<file path="src/rtl/pipe_pkg.sv">
// Shared types for the pipeline scheduler: FSM states, halt causes, the
// per-cycle action chosen by the scheduler and the stage strobe bundle.
package pipe_pkg;

    typedef enum logic [2:0] {
        ST_BOOT,
        ST_RUN,
        ST_DMEM_WAIT,
        ST_FLUSH,
        ST_HALT
    } state_t;

    typedef enum logic [1:0] {
        CAUSE_NONE  = 2'b00,
        CAUSE_TRAP  = 2'b01,
        CAUSE_BREAK = 2'b10
    } cause_t;

    typedef enum logic [3:0] {
        ACT_BOOT,
        ACT_EXC,
        ACT_DSTALL,
        ACT_REDIR,
        ACT_LOAD_USE,
        ACT_IMEM,
        ACT_IDLE,
        ACT_FLUSH,
        ACT_HALT
    } act_t;

    // Instruction word the IF/ID register loads on flush: add x0,x0,x0
    localparam logic [31:0] NOP_INSN = 32'h00000033;

    typedef struct packed {
        logic pc_hold;
        logic if_id_hold;
        logic if_id_flush;
        logic id_ex_hold;
        logic id_ex_flush;
        logic ex_mem_hold;
        logic mem_wb_flush;
    } strobe_t;

    // A register is never told to hold and flush at once; flush wins.
    function automatic strobe_t resolve(input strobe_t s);
        strobe_t r;
        r             = s;
        r.if_id_hold  = s.if_id_hold & ~s.if_id_flush;
        r.id_ex_hold  = s.id_ex_hold & ~s.id_ex_flush;
        return r;
    endfunction

endpackage

</file>
<file path="src/rtl/sat_cnt.sv">
// Saturating up-counter with enable and asynchronous active-low clear.
module sat_cnt #(
    parameter int unsigned W = 32
) (
    input  logic         clk,
    input  logic         rst_n,
    input  logic         en,
    output logic [W-1:0] cnt
);

    always_ff @(posedge clk or negedge rst_n) begin
        if (!rst_n) begin
            cnt <= '0;
        end else if (en && (cnt != '1)) begin
            cnt <= cnt + 1'b1;
        end
    end

endmodule

</file>
<file path="src/rtl/pipe_sched.sv">
// Pipeline stall/flush scheduler: merges hazard, redirect, memory-wait and
// exception events into per-stage hold/flush strobes; owns halt state and perf counters.
module pipe_sched
    import pipe_pkg::*;
#(
    parameter int unsigned REDIRECT_PENALTY = 1,
    parameter int unsigned CNT_W            = 32
) (
    input  logic             i_clk,
    input  logic             i_rst_n,
    input  logic             i_load_use,
    input  logic             i_redirect,
    input  logic             i_imem_stall,
    input  logic             i_dmem_stall,
    input  logic             i_wb_vld,
    input  logic             i_wb_trap,
    input  logic             i_wb_break,
    input  logic             i_resume,
    output logic             o_pc_hold,
    output logic             o_if_id_hold,
    output logic             o_if_id_flush,
    output logic             o_id_ex_hold,
    output logic             o_id_ex_flush,
    output logic             o_ex_mem_hold,
    output logic             o_mem_wb_flush,
    output logic             o_halted,
    output logic [1:0]       o_halt_cause,
    output logic [CNT_W-1:0] o_stall_cnt,
    output logic [CNT_W-1:0] o_flush_cnt
);

    localparam logic [2:0] FLUSH_RELOAD = 3'(REDIRECT_PENALTY - 1);

    state_t     state_q, state_d;
    cause_t     cause_q, cause_d;
    logic       pend_q, pend_d;
    logic [2:0] fcnt_q, fcnt_d;
    act_t       act;
    strobe_t    strb;
    logic       exc;
    logic       stall_en;
    logic       flush_en;

    assign exc = i_wb_vld & (i_wb_trap | i_wb_break);

    always_ff @(posedge i_clk or negedge i_rst_n) begin
        if (!i_rst_n) begin
            state_q <= ST_BOOT;
            cause_q <= CAUSE_NONE;
            pend_q  <= 1'b0;
            fcnt_q  <= '0;
        end else begin
            state_q <= state_d;
            cause_q <= cause_d;
            pend_q  <= pend_d;
            fcnt_q  <= fcnt_d;
        end
    end

    // Pick one action per cycle; the priority order differs by state.
    always_comb begin
        act = ACT_IDLE;
        unique case (state_q)
            ST_BOOT: act = ACT_BOOT;
            ST_RUN: begin
                if      (exc)          act = ACT_EXC;
                else if (i_dmem_stall) act = ACT_DSTALL;
                else if (i_redirect)   act = ACT_REDIR;
                else if (i_load_use)   act = ACT_LOAD_USE;
                else if (i_imem_stall) act = ACT_IMEM;
                else                   act = ACT_IDLE;
            end
            ST_DMEM_WAIT: begin
                // A redirect seen during the wait is replayed on the first free cycle
                if      (i_dmem_stall) act = ACT_DSTALL;
                else if (pend_q)       act = ACT_REDIR;
                else if (exc)          act = ACT_EXC;
                else if (i_load_use)   act = ACT_LOAD_USE;
                else if (i_imem_stall) act = ACT_IMEM;
                else                   act = ACT_IDLE;
            end
            ST_FLUSH: begin
                if      (i_dmem_stall) act = ACT_DSTALL;
                else if (i_redirect)   act = ACT_REDIR;
                else                   act = ACT_FLUSH;
            end
            ST_HALT: act = ACT_HALT;
            default: act = ACT_BOOT;
        endcase
    end

    always_comb begin
        strb    = '0;
        state_d = state_q;
        cause_d = cause_q;
        pend_d  = pend_q;
        fcnt_d  = fcnt_q;
        unique case (act)
            ACT_BOOT: begin
                strb.pc_hold     = 1'b1;
                strb.if_id_flush = 1'b1;
                strb.id_ex_flush = 1'b1;
                state_d          = ST_RUN;
            end
            ACT_EXC: begin
                strb.pc_hold      = 1'b1;
                strb.if_id_flush  = 1'b1;
                strb.id_ex_flush  = 1'b1;
                strb.ex_mem_hold  = 1'b1;
                strb.mem_wb_flush = 1'b1;
                cause_d           = i_wb_trap ? CAUSE_TRAP : CAUSE_BREAK;
                pend_d            = 1'b0;
                state_d           = ST_HALT;
            end
            ACT_DSTALL: begin
                strb.pc_hold      = 1'b1;
                strb.if_id_hold   = 1'b1;
                strb.id_ex_hold   = 1'b1;
                strb.ex_mem_hold  = 1'b1;
                strb.mem_wb_flush = 1'b1;
                pend_d            = (state_q == ST_DMEM_WAIT) ? (pend_q | i_redirect) : i_redirect;
                state_d           = ST_DMEM_WAIT;
            end
            ACT_REDIR: begin
                strb.if_id_flush = 1'b1;
                strb.id_ex_flush = 1'b1;
                pend_d           = 1'b0;
                if (REDIRECT_PENALTY > 1) begin
                    fcnt_d  = FLUSH_RELOAD;
                    state_d = ST_FLUSH;
                end else begin
                    state_d = ST_RUN;
                end
            end
            ACT_LOAD_USE: begin
                strb.pc_hold     = 1'b1;
                strb.if_id_hold  = 1'b1;
                strb.id_ex_flush = 1'b1;
                state_d          = ST_RUN;
            end
            ACT_IMEM: begin
                strb.pc_hold     = 1'b1;
                strb.if_id_flush = 1'b1;
                state_d          = ST_RUN;
            end
            ACT_FLUSH: begin
                strb.if_id_flush = 1'b1;
                strb.pc_hold     = i_imem_stall;
                if (fcnt_q <= 3'd1) begin
                    fcnt_d  = '0;
                    state_d = ST_RUN;
                end else begin
                    fcnt_d  = fcnt_q - 3'd1;
                end
            end
            ACT_HALT: begin
                strb.pc_hold      = 1'b1;
                strb.if_id_hold   = 1'b1;
                strb.id_ex_hold   = 1'b1;
                strb.ex_mem_hold  = 1'b1;
                strb.mem_wb_flush = 1'b1;
                if (i_resume) begin
                    cause_d = CAUSE_NONE;
                    state_d = ST_BOOT;
                end
            end
            default: state_d = ST_RUN;
        endcase
        strb = resolve(strb);
    end

    assign o_pc_hold      = strb.pc_hold;
    assign o_if_id_hold   = strb.if_id_hold;
    assign o_if_id_flush  = strb.if_id_flush;
    assign o_id_ex_hold   = strb.id_ex_hold;
    assign o_id_ex_flush  = strb.id_ex_flush;
    assign o_ex_mem_hold  = strb.ex_mem_hold;
    assign o_mem_wb_flush = strb.mem_wb_flush;
    assign o_halted       = (state_q == ST_HALT);
    assign o_halt_cause   = cause_q;

    assign stall_en = strb.pc_hold & (state_q != ST_HALT) & (state_q != ST_BOOT);
    assign flush_en = strb.if_id_flush & (state_q != ST_BOOT);

    sat_cnt #(.W(CNT_W)) u_stall_cnt (
        .clk   (i_clk),
        .rst_n (i_rst_n),
        .en    (stall_en),
        .cnt   (o_stall_cnt)
    );

    sat_cnt #(.W(CNT_W)) u_flush_cnt (
        .clk   (i_clk),
        .rst_n (i_rst_n),
        .en    (flush_en),
        .cnt   (o_flush_cnt)
    );

endmodule

</file>
<file path="config.mk">
export PLATFORM = sky130hd
export DESIGN_NAME = pipe_sched
export DESIGN_NICKNAME = d
export VERILOG_FILES = /design/src/rtl/pipe_pkg.sv /design/src/rtl/sat_cnt.sv /design/src/rtl/pipe_sched.sv
export SDC_FILE = /design/constraint.sdc
export NUM_CORES = 1
export LEC_CHECK = 0
export BUFFER_PORTS_ARGS = -buffer_cell sky130_fd_sc_hd__clkbuf_2
export CAP_MARGIN = 10
export CORE_MARGIN = 5
export CORE_UTILIZATION = 40
export DETAILED_ROUTE_END_ITERATION = 8
export PLACE_DENSITY_LB_ADDON = 0.3
export SYNTH_ARGS = -nofsm -noshare
export SYNTH_HDL_FRONTEND = slang
export SYNTH_SLANG_ARGS = --single-unit
</file>
<file path="constraint.sdc">
create_clock -name i_clk -period 2.3 [get_ports i_clk]
set_input_delay 0 -clock i_clk [delete_from_list [all_inputs] [get_ports i_clk]]
set_output_delay 0 -clock i_clk [all_outputs]
set_load 0.005 [all_outputs]
</file>
==> run summary <==
simple-gate share of the synthesized area: 0.2270
data required time at the worst endpoint: 2300 ps
dpl cells: 697
internal power: 3.554 mW
clock root cell: clkbuf_8
post-route setup TNS: -9.199 ps
Hold EP: pend_q$_DFFE_PN0P_
crit-path most repeated cell: buf_6
compound-gate portion of the synthesized area: 0.1619
Area growth syn-to-layout: 41.31%
failing checks: negative setup slack
Max Freq: 433.1 MHz
routed length per instance: 16.52 um
Syn Area/Cell: 9.750 um^2
top cells by area, synth: dfrtp_1 45%, xor2_1 8.1%, nand2_1 3.2%, xnor2_1 3.0%, nand3_1 2.8%
post-synth top area cell: dfrtp_1
CP Max Fanout: 5
final net count: 602
Die H: 111.2 um
Remaining DRCs: 0
share of cells above drive strength 1: 0.3879
vias: 4033
worst path cell trace: nand2b_4, or2_4, a221o_1, buf_6, a32oi_4, buf_6, buf_6, nand2_4, clkbuf_2
sequential cell area fraction in the yosys report: 0.4461
reg-to-reg startpoint: state_q[0]$_DFFE_PN0P_
Detailed Route Iter0 Violations: 135
number of port buffers: 83
starting density of the core: 0.4039
r2r setup slk: 30 ps
Final Util: 0.5708
diode count: 0
gr usage total: 0.1894
Total Power: 5.705 mW
xor/xnor share of the synthesized area: 0.1112
non-filler cells, final: 729
CP Buf/Inv Count: 4
share of total power in sequential cells: 0.314
clk_lat worst skew: 350 ps
area share of fa/ha/maj cells after synthesis: 0.01222
Comb pwr share: 0.460
syn nets: 434
cells on worst reg2reg path: 8
Slew HR: 0.3731
pwr/cell area: 985.8 mW/mm^2
Bufs on Longest Clock Path: 2
Synth cell types: 57
vias in the first global route: 4046
r2r endpoint: u_stall_cnt.cnt[22]$_DFFE_PN0P_
TritonCTS clock tree: yes
Via density: 5.532
Data arrival, critical path: 2310 ps
Leak: 2.519 nW
Sw Share: 0.3770
area fraction of the dominant cell type after synthesis: 0.4461
top cells by count, synth: 73 x dfrtp_1, 38 x xor2_1, 35 x nand2_1, 23 x nand3_1, 23 x nor2_1
largest family of logic cells by synthesized area: simple AND/OR/NAND/NOR gates
Crit path max-delay family: compound AO/OA/AOI/OAI gates
setup ws final: -9.199 ps
Synth Flop Type: dfrtp_1
most frequent cell after synthesis: dfrtp_1
Sw Pwr: 2.151 mW
area of the die: 0.01236 mm^2
CTS clk-pin slew, worst paths: 80 ps
Slew @ Worst Pin: 940.3 ps
Num CTS Buffers: 9
synthesized area: 0.004095 mm^2
Max Transition Viols Final: 0
status: finished with violations
Core ar.: 0.01014 mm^2
chip width: 111.2 um
final setup fails: 1
startpoint types: register
CTS sink cnt: 73
Hold Vio Cnt, Final: 0
largest net degree at the start of global routing: 74
io pins: 84
RSZ-0062 raised after global routing: yes
WHS Path Cells: 3
Syn Inst Count: 420
DP Wirelength: 8.410 mm
row count: 37
antenna violations before repair: 0
CP peak stage delay: 390 ps
Synth Register Bits: 73
worst min path class: input pin to register
first-pass GRT wire length: 19.45 mm
ANT nets after route: 0
slowest cell on the critical path: dfrtp_1
Syn. warnings: 0
dpl ws: -57.08 ps
crit path kind: register to primary output
total of max-cap violations: 0
final wirelength: 12.04 mm
Post-synth EDFFs: 0
H-tree depth: 3
Final Wtd Congestion: 0.8880
TritonRoute pass-1 iters: 6
HP Start: i_redirect
Setup Skew: 9.187 ps
Fin Hold WS: 25.25 ps
Placement Cell Area: 0.005201 mm^2
worst vdd ir: 0.0005093 V
multiplexer area fraction after synthesis: 0.01314
clock share of power: 0.226
CP Capture Type: primary output
final instance area: 0.005787 mm^2
Final Critical Period: 2309 ps
fraction of registers with async set or reset after synthesis: 1.000
period utilization: 1.004
GRT overflow: 0
[worst max path at each step]
stage | startpoint | to | slack, ps | cells after the start
floorplan | state_q[1]$_DFFE_PN0P_ | u_flush_cnt.cnt[30]$_DFFE_PN0P_ | 20 | 8
global placement | state_q[0]$_DFFE_PN0P_ | u_stall_cnt.cnt[12]$_DFFE_PN0P_ | -60 | 7
detailed placement | state_q[1]$_DFFE_PN0P_ | u_stall_cnt.cnt[14]$_DFFE_PN0P_ | -60 | 7
CTS | state_q[0]$_DFFE_PN0P_ | o_pc_hold | -7 | 9
global route | state_q[0]$_DFFE_PN0P_ | u_stall_cnt.cnt[21]$_DFFE_PN0P_ | -110 | 8
finish | state_q[0]$_DFFE_PN0P_ | o_pc_hold | -9 | 9
[power groups by stage]
stage	sequential [mW]	combinational (mW)	clock, mW
finish	1.79	2.62	1.29
global route	1.84	2.85	1.37
CTS	1.79	2.43	1.32
detailed placement	1.81	2.29	0
global placement	1.79	2.24	0
floorplan	1.87	1.12	0
[metal layers]
layer | global-route usage | up-vias | wire length [um]
met3 | 0.05677 | 22 | 637
li1 | - | 1923 | -
met5 | 0 | - | 0
met4 | 0.05028 | 0 | 212
met2 | 0.3225 | 123 | 5993
met1 | 0.2340 | 1965 | 5200
[tightest hold or removal path, stage by stage]
cell      delay, ps
clkbuf_2        130
inv_1           110
o22ai_1          90
[final cells by class]
| class | count | area [um^2] |
|---|---|---|
| clock inverter | 4 | 98.84 |
| clock buffer | 12 | 155.1 |
| multi-input combinational | 320 | 2379 |
| fill | 856 | 4352 |
| timing repair buffer | 172 | 1111 |
| tap | 136 | 170.2 |
| sequential | 73 | 1828 |
| inverter | 12 | 45.04 |
[cell families (layout without fill, tap and decap cells)]
group           after synthesis  in the layout
flops                        73             73
compound gates               84             85
simple gates                174            174
xor+xnor                     52             52
mux                           5              5
fa+ha+maj                     4              4
buf+inv                      28            200
[what timing repair did]
action | CTS | global route
pin swaps | 2 | 7
setup endpoints to repair | 10 | 48
gates resized for setup | 8 | 41
endpoints found under the hold margin | 76 | 0
gates cloned | 2 | 1
hold buffers | 3 | 0
setup buffers | 3 | 7
[sequential cells by signal, indices dropped and copies added, names as in the netlist]
signal	flops
u_flush_cnt.cnt	32
u_stall_cnt.cnt	32
fcnt_q	3
state_q	3
o_halt_cause	2
pend_q	1
[layout by cell type, fill, tap and decap left out, types with 7 or more instances in the layout]
cell type / count
inv_1: 11
clkbuf_2: 82
xnor2_1: 14
dfrtp_1: 72
nor2_1: 21
clkbuf_8: 11
a21oi_1: 7
a31oi_1: 9
nor3_1: 15
nand3_1: 22
nand2_1: 33
xor2_1: 38
buf_4: 79
o21ai_0: 7
nor4_1: 8
and3_1: 7
nand4_1: 17
o31a_1: 10
o31ai_1: 7
No activity file was read; power rests on OpenSTA's default activity.
